`config.mk`:
```
export PLATFORM = sky130hd
export DESIGN_NAME = rvga_membus_arbiter_flat
export DESIGN_NICKNAME = d
export VERILOG_FILES = /design/src/rtl/rvga_membus_arbiter_pkg.sv /design/src/rtl/rvga_membus_arbiter_if.sv /design/src/rtl/rvga_membus_arbiter.sv /design/src/flat_wrapper.sv
export SDC_FILE = /design/constraint.sdc
export NUM_CORES = 1
export LEC_CHECK = 0
export CORE_MARGIN = 2
export CORE_UTILIZATION = 34
export DETAILED_ROUTE_END_ITERATION = 10
export PLACE_DENSITY = 0.79
export RECOVER_POWER = 25
export SLEW_MARGIN = 20
export SYNTH_ARGS = -nofsm -noshare
export SYNTH_HDL_FRONTEND = slang
export SYNTH_SLANG_ARGS = --single-unit
export TNS_END_PERCENT = 10
```
`constraint.sdc`:
```
create_clock -name clk_i -period 2.68 [get_ports clk_i]
set_clock_uncertainty 0.15 [all_clocks]
set_input_delay 0.536 -clock clk_i [delete_from_list [all_inputs] [get_ports clk_i]]
set_output_delay 0.536 -clock clk_i [all_outputs]
set_load 0.05 [all_outputs]
```
`src/rtl/rvga_membus_arbiter_pkg.sv`:
```
// Shared types for the single-port membus arbiter: FSM states, bus owner
// encoding and the starve counter width helper.
package rvga_membus_arbiter_pkg;

  typedef enum logic [1:0] {
    ARB_IDLE   = 2'd0,
    ARB_BUSY_I = 2'd1,
    ARB_BUSY_D = 2'd2
  } rvga_arb_state_e;

  typedef enum logic {
    ARB_OWNER_I = 1'b0,
    ARB_OWNER_D = 1'b1
  } rvga_arb_owner_e;

  // Counter must hold 0..limit; a limit of 0 still needs one bit.
  function automatic int starve_cnt_width(input int limit);
    return (limit < 1) ? 1 : $clog2(limit + 1);
  endfunction

endpackage

```
`src/rtl/rvga_membus_arbiter_if.sv`:
```
// Requester-side cachebus pair plus the shared membus master port.
// slave = arbiter view, master = the core/memory environment view.
interface rvga_membus_arbiter_if #(parameter int word_width = 32);
  logic [word_width-1:0] i_addr_i, i_rdata_o;
  logic                  i_read_i, i_resp_o;
  logic [word_width-1:0] d_addr_i, d_wdata_i, d_rdata_o;
  logic                  d_read_i, d_write_i, d_resp_o;
  logic [word_width-1:0] mem_addr_o, mem_wdata_o, mem_rdata_i;
  logic                  mem_read_o, mem_write_o, mem_resp_i;
  logic                  busy_o, owner_o;

  modport slave (
    input  i_addr_i, i_read_i, d_addr_i, d_read_i, d_write_i, d_wdata_i,
           mem_rdata_i, mem_resp_i,
    output i_rdata_o, i_resp_o, d_rdata_o, d_resp_o,
           mem_addr_o, mem_read_o, mem_write_o, mem_wdata_o, busy_o, owner_o
  );

  modport master (
    output i_addr_i, i_read_i, d_addr_i, d_read_i, d_write_i, d_wdata_i,
           mem_rdata_i, mem_resp_i,
    input  i_rdata_o, i_resp_o, d_rdata_o, d_resp_o,
           mem_addr_o, mem_read_o, mem_write_o, mem_wdata_o, busy_o, owner_o
  );
endinterface

```
`src/rtl/rvga_membus_arbiter.sv`:
```
// One-at-a-time membus arbiter: data side has priority, instruction side wins
// after starve_limit consecutive data grants while it waits.
module rvga_membus_arbiter
  import rvga_membus_arbiter_pkg::*;
#(
  parameter int word_width   = 32,
  parameter int starve_limit = 4
) (
  input logic                 clk_i,
  input logic                 rst_i,
  rvga_membus_arbiter_if.slave bus
);

  localparam int CNT_W = starve_cnt_width(starve_limit);
  localparam logic [CNT_W-1:0] STARVE_MAX = CNT_W'(starve_limit);

  rvga_arb_state_e       state_q, state_d;
  rvga_arb_owner_e       owner_q;
  logic [CNT_W-1:0]      starve_q;
  logic [word_width-1:0] addr_q, wdata_q;
  logic                  read_q, write_q;
  logic                  d_req, i_req, starve_hit, grant_i, grant_d, done;

  always_ff @(posedge clk_i or posedge rst_i) begin
    if (rst_i) state_q <= ARB_IDLE;
    else       state_q <= state_d;
  end

  always_comb begin
    d_req      = bus.d_read_i | bus.d_write_i;
    i_req      = bus.i_read_i;
    starve_hit = (starve_limit != 0) && (starve_q == STARVE_MAX);
    grant_i    = 1'b0;
    grant_d    = 1'b0;
    done       = 1'b0;
    state_d    = state_q;
    case (state_q)
      ARB_IDLE: begin
        if (i_req && (!d_req || starve_hit)) begin
          grant_i = 1'b1;
          state_d = ARB_BUSY_I;
        end else if (d_req) begin
          grant_d = 1'b1;
          state_d = ARB_BUSY_D;
        end
      end
      ARB_BUSY_I, ARB_BUSY_D: begin
        if (bus.mem_resp_i) begin
          done    = 1'b1;
          state_d = ARB_IDLE;
        end
      end
      default: state_d = ARB_IDLE;
    endcase
  end

  // Address/wdata are left as-is on completion; only the strobes drop.
  always_ff @(posedge clk_i or posedge rst_i) begin
    if (rst_i) begin
      addr_q  <= '0;
      wdata_q <= '0;
      read_q  <= 1'b0;
      write_q <= 1'b0;
      owner_q <= ARB_OWNER_I;
    end else if (grant_i) begin
      addr_q  <= bus.i_addr_i;
      read_q  <= 1'b1;
      write_q <= 1'b0;
      owner_q <= ARB_OWNER_I;
    end else if (grant_d) begin
      addr_q  <= bus.d_addr_i;
      wdata_q <= bus.d_wdata_i;
      read_q  <= bus.d_read_i & ~bus.d_write_i;
      write_q <= bus.d_write_i;
      owner_q <= ARB_OWNER_D;
    end else if (done) begin
      read_q  <= 1'b0;
      write_q <= 1'b0;
    end
  end

  always_ff @(posedge clk_i or posedge rst_i) begin
    if (rst_i)                                   starve_q <= '0;
    else if (grant_i)                            starve_q <= '0;
    else if (grant_d && i_req) begin
      if (starve_q != STARVE_MAX)                starve_q <= starve_q + 1'b1;
    end else if (state_q == ARB_IDLE && !i_req)  starve_q <= '0;
  end

  assign bus.mem_addr_o  = addr_q;
  assign bus.mem_wdata_o = wdata_q;
  assign bus.mem_read_o  = read_q;
  assign bus.mem_write_o = write_q;
  assign bus.busy_o      = (state_q != ARB_IDLE);
  assign bus.owner_o     = owner_q;

  assign bus.i_resp_o  = (state_q == ARB_BUSY_I) && bus.mem_resp_i;
  assign bus.d_resp_o  = (state_q == ARB_BUSY_D) && bus.mem_resp_i;
  assign bus.i_rdata_o = bus.i_resp_o ? bus.mem_rdata_i : '0;
  assign bus.d_rdata_o = bus.d_resp_o ? bus.mem_rdata_i : '0;

endmodule

```
`src/flat_wrapper.sv`:
```
// flat-port wrapper written by rule: the top's interface ports become plain ports
module rvga_membus_arbiter_flat import rvga_membus_arbiter_pkg::*;
#(
  parameter int word_width   = 32,
  parameter int starve_limit = 4
)
  (clk_i, rst_i, bus_i_addr_i, bus_i_read_i, bus_d_addr_i, bus_d_read_i, bus_d_write_i, bus_d_wdata_i, bus_mem_rdata_i, bus_mem_resp_i, bus_i_rdata_o, bus_i_resp_o, bus_d_rdata_o, bus_d_resp_o, bus_mem_addr_o, bus_mem_read_o, bus_mem_write_o, bus_mem_wdata_o, bus_busy_o, bus_owner_o);
  rvga_membus_arbiter_if #(.word_width(word_width)) bus_i ();
  input logic clk_i;
  input logic rst_i;
  input wire logic [$bits(bus_i.i_addr_i)-1:0] bus_i_addr_i;
  input wire logic [$bits(bus_i.i_read_i)-1:0] bus_i_read_i;
  input wire logic [$bits(bus_i.d_addr_i)-1:0] bus_d_addr_i;
  input wire logic [$bits(bus_i.d_read_i)-1:0] bus_d_read_i;
  input wire logic [$bits(bus_i.d_write_i)-1:0] bus_d_write_i;
  input wire logic [$bits(bus_i.d_wdata_i)-1:0] bus_d_wdata_i;
  input wire logic [$bits(bus_i.mem_rdata_i)-1:0] bus_mem_rdata_i;
  input wire logic [$bits(bus_i.mem_resp_i)-1:0] bus_mem_resp_i;
  output wire logic [$bits(bus_i.i_rdata_o)-1:0] bus_i_rdata_o;
  output wire logic [$bits(bus_i.i_resp_o)-1:0] bus_i_resp_o;
  output wire logic [$bits(bus_i.d_rdata_o)-1:0] bus_d_rdata_o;
  output wire logic [$bits(bus_i.d_resp_o)-1:0] bus_d_resp_o;
  output wire logic [$bits(bus_i.mem_addr_o)-1:0] bus_mem_addr_o;
  output wire logic [$bits(bus_i.mem_read_o)-1:0] bus_mem_read_o;
  output wire logic [$bits(bus_i.mem_write_o)-1:0] bus_mem_write_o;
  output wire logic [$bits(bus_i.mem_wdata_o)-1:0] bus_mem_wdata_o;
  output wire logic [$bits(bus_i.busy_o)-1:0] bus_busy_o;
  output wire logic [$bits(bus_i.owner_o)-1:0] bus_owner_o;
  assign bus_i.i_addr_i = bus_i_addr_i;
  assign bus_i.i_read_i = bus_i_read_i;
  assign bus_i.d_addr_i = bus_d_addr_i;
  assign bus_i.d_read_i = bus_d_read_i;
  assign bus_i.d_write_i = bus_d_write_i;
  assign bus_i.d_wdata_i = bus_d_wdata_i;
  assign bus_i.mem_rdata_i = bus_mem_rdata_i;
  assign bus_i.mem_resp_i = bus_mem_resp_i;
  assign bus_i_rdata_o = bus_i.i_rdata_o;
  assign bus_i_resp_o = bus_i.i_resp_o;
  assign bus_d_rdata_o = bus_i.d_rdata_o;
  assign bus_d_resp_o = bus_i.d_resp_o;
  assign bus_mem_addr_o = bus_i.mem_addr_o;
  assign bus_mem_read_o = bus_i.mem_read_o;
  assign bus_mem_write_o = bus_i.mem_write_o;
  assign bus_mem_wdata_o = bus_i.mem_wdata_o;
  assign bus_busy_o = bus_i.busy_o;
  assign bus_owner_o = bus_i.owner_o;
  rvga_membus_arbiter #(.word_width(word_width), .starve_limit(starve_limit)) u_core (.clk_i(clk_i), .rst_i(rst_i), .bus(bus_i));
endmodule
```
==> results.json <==
{
  "yosysSeqAreaShare_pct": 50.9,
  "max_stage_delay_ps": 520,
  "grt_max_degree": 38,
  "synth_warnings": 0,
  "finalHoldViolCount": 0,
  "ys_async_sr_fraction_pct": 100,
  "period_needed_ps": 2480,
  "cp_max_fo": 37,
  "critPathLaunchType": "primary input",
  "syn_area_um2": 3540,
  "slew_headroom_pct": 39.2,
  "postCtsResizedCells": 0,
  "grt_pass1_vias": 3771,
  "ys.flop_type": "dfrtp_1",
  "htreeDepth": 3,
  "die_y_um": 106,
  "coreArea_um2": 10200,
  "max_cap_violations": 0,
  "vdd_drop_max_mv": 0.781,
  "n_antenna_cell": 0,
  "crit_chain": "clkdlybuf4s50_1, buf_4, and3_1, buf_12",
  "port_buffers": 267,
  "p_per_area_nw_per_um2": 1140,
  "grt.busiest_layer": "met2",
  "power_leakage_nw": 3.23,
  "worstSetupPathDepth": 4,
  "synth_cells": 304,
  "cpLargestDelayFamily": "buffers and inverters",
  "grtUsageMet3_pct": 6.38,
  "cts_made_buffers": 9,
  "vias_per_cell": 5.05,
  "status": "finished, final reports clean",
  "synth_compound_area_share_pct": 13.1,
  "yosys.area_share.simple_pct": 19.4,
  "drive_gt1_share_pct": 22.0,
  "synth_area_per_cell_um2": 11.6,
  "ys_ff_latch": 72,
  "drc_errors": 0,
  "io_pins": 268,
  "synth_cell_types": 34,
  "cts_num_sinks": 72,
  "routedWlPerCell_um": 18.4,
  "drtIter0Drc": 184,
  "final_cells": 710,
  "clock_latency_ps": 330,
  "antenna_found_initial": 0,
  "antenna_left": 0,
  "gr-total-overflow": 0,
  "period_share_pct": 92.5,
  "grt_pass1_wl_um": 20400,
  "tns_ps": 0,
  "hold_class": "reg -> reg",
  "grt.met1_usage_pct": 28.3,
  "start_util_pct": 34.6,
  "via_count": 3585,
  "grt_use_met2_pct": 39.9,
  "synth_top_family_by_area": "simple AND/OR/NAND/NOR gates",
  "place_congestion": 0.859,
  "rows": 37,
  "synth-xor-area-share_pct": 0,
  "synth_edf_count": 0,
  "clockBufferDepth": 2,
  "critPathCaptureType": "primary output",
  "fp.dieArea_um2": 11200,
  "final_nets": 709,
  "synthMuxAreaShare_pct": 10.2,
  "yosys-top-cells-area": "dfrtp_1 51%, and3_1 11%, a221o_1 9.1%, mux2_2 8.3%, and2_1 6.2%",
  "setup_viol": 0,
  "hold_depth": 1,
  "yosys.area.top_type": "dfrtp_1",
  "dp.cells": 694,
  "grt_usage_pct": 23.0,
  "finalWirelength_um": 13100,
  "post_cts.repair.setup_buffers": 0,
  "max_clock_freq_mhz": 403,
  "cts_root_buf": "clkbuf_8",
  "tightest_slew_ps": 911,
  "tritoncts": "done",
  "rr_worst_depth": 6,
  "rsz0062_at_grt": "false",
  "crit_path_top_delay_cell": "clkdlybuf4s50_1",
  "worst_ep_arrival_time_ps": 1790,
  "area_growth_pct": 106,
  "synthAdderAreaFrac_pct": 2.12,
  "syn-num-nets": 444,
  "drv_slew": 0,
  "first_pass_iters": 5,
  "crit_required_ps": 1990,
  "clkTransAtPathRegs_ps": 80,
  "die_w_um": 106,
  "cts_hold_buf": 0,
  "post-dp-hpwl_um": 10100,
  "synth_top_area_share_pct": 50.9,
  "timing_worst_setup_path_type": "in -> out",
  "path_buf_inv": 3
}
==> layout make-up <==
type | count | area (µm²)
fillers | 746 | 2930
repair buffers | 280 | 3470
flip-flops and latches | 72 | 1800
well taps | 136 | 170
clock buffers | 11 | 141
multi-input cells | 199 | 1600
inverters | 7 | 26.3
clock inverters | 5 | 80.1
==> cells by family after synthesis <==
logic type,Yosys count
AO/OA/AOI/OAI,49
adder cells (fa/ha/maj),6
buffers and inverters,33
flip-flops,72
multiplexers,32
AND/OR/NAND/NOR,112
==> per-stage QoR <==
| step | cell area, µm² | setup WS (ps) | hold slack [ps] | util [%] | total power, W |
|---|---|---|---|---|---|
| global route | 7300 | 140 | 357 | 71.3 | 0.00867 |
| CTS | 7300 | 214 | 343 | 71.4 | 0.00838 |
| floorplan | 3540 | 169 | 353 | - | 0.00528 |
| detailed placement | 7080 | 154 | 324 | 69.2 | 0.00739 |
| finish | 7300 | 200 | 344 | 71.3 | 0.00830 |
| global placement | 7080 | 224 | 319 | 69.2 | 0.00726 |
==> registers in the layout (all words and copies together) (netlist names) <==
| signal | cells |
|---|---|
| u_core.bus.mem_wdata_o | 32 |
| u_core.bus.mem_write_o | 1 |
| u_core.state_q | 2 |
| u_core.bus.mem_read_o | 1 |
| u_core.bus.mem_addr_o | 32 |
| u_core.starve_q | 3 |
| u_core.bus.owner_o | 1 |
==> placed cells by master (no fill, tap or decap), types with 2 or more instances in the layout <==
cell,n
clkdlybuf4s50_1,199
dfrtp_1,72
buf_12,70
and3_1,65
and2_1,35
a221o_1,32
mux2_2,26
clkbuf_8,10
buf_4,9
mux2_1,6
inv_1,6
ha_1,6
nand2_1,5
a21o_1,2
a21oi_1,2
clkinvlp_4,2
bufinv_16,2
clkbuf_1,2
==> worst paths after layout <==
| kind | end | startpoint | slack, ps |
|---|---|---|---|
| max | bus_i_rdata_o[20] | bus_mem_resp_i | 200 |
| min | u_core.bus.mem_wdata_o[5]$_DFFE_PP0P_ | u_core.bus.mem_wdata_o[5]$_DFFE_PP0P_ | 340 |
| max reg2reg | u_core.bus.mem_wdata_o[31]$_DFFE_PP0P_ | u_core.state_q[1]$_DFFE_PP0P_ | 490 |
| min reg2reg | u_core.bus.mem_wdata_o[5]$_DFFE_PP0P_ | u_core.bus.mem_wdata_o[5]$_DFFE_PP0P_ | 340 |
| max in group asynchronous | u_core.bus.mem_addr_o[1]$_DFFE_PP0P_ | rst_i | 460 |
| min in group asynchronous | u_core.bus.mem_wdata_o[8]$_DFFE_PP0P_ | rst_i | 700 |
==> synthesized netlist by cell type, drive strengths merged, types with 2 or more instances <==
master  count
a21o        2
a21oi       2
a221o      32
and2       35
and3       65
buf         9
clkbuf     17
dfrtp      72
ha          6
inv         7
mux2       32
nand2       5
nor2        2
o31ai       2
==> report_power, final <==
part | internal (W) | total [W] | switching, W
clock network | 0.000549 | 0.000952 | 0.000403
registers | 0.00161 | 0.00189 | 0.000275
logic | 0.00214 | 0.00546 | 0.00332
==> routing by layer <==
metal  vias to the layer above  share of wire (%)
li1                       1659                  -
met1                      1751                 40
met2                       156                 52
met3                        19                6.7
met4                         0                1.5
met5                         -                  0
(Power assumes the default switching activity.)
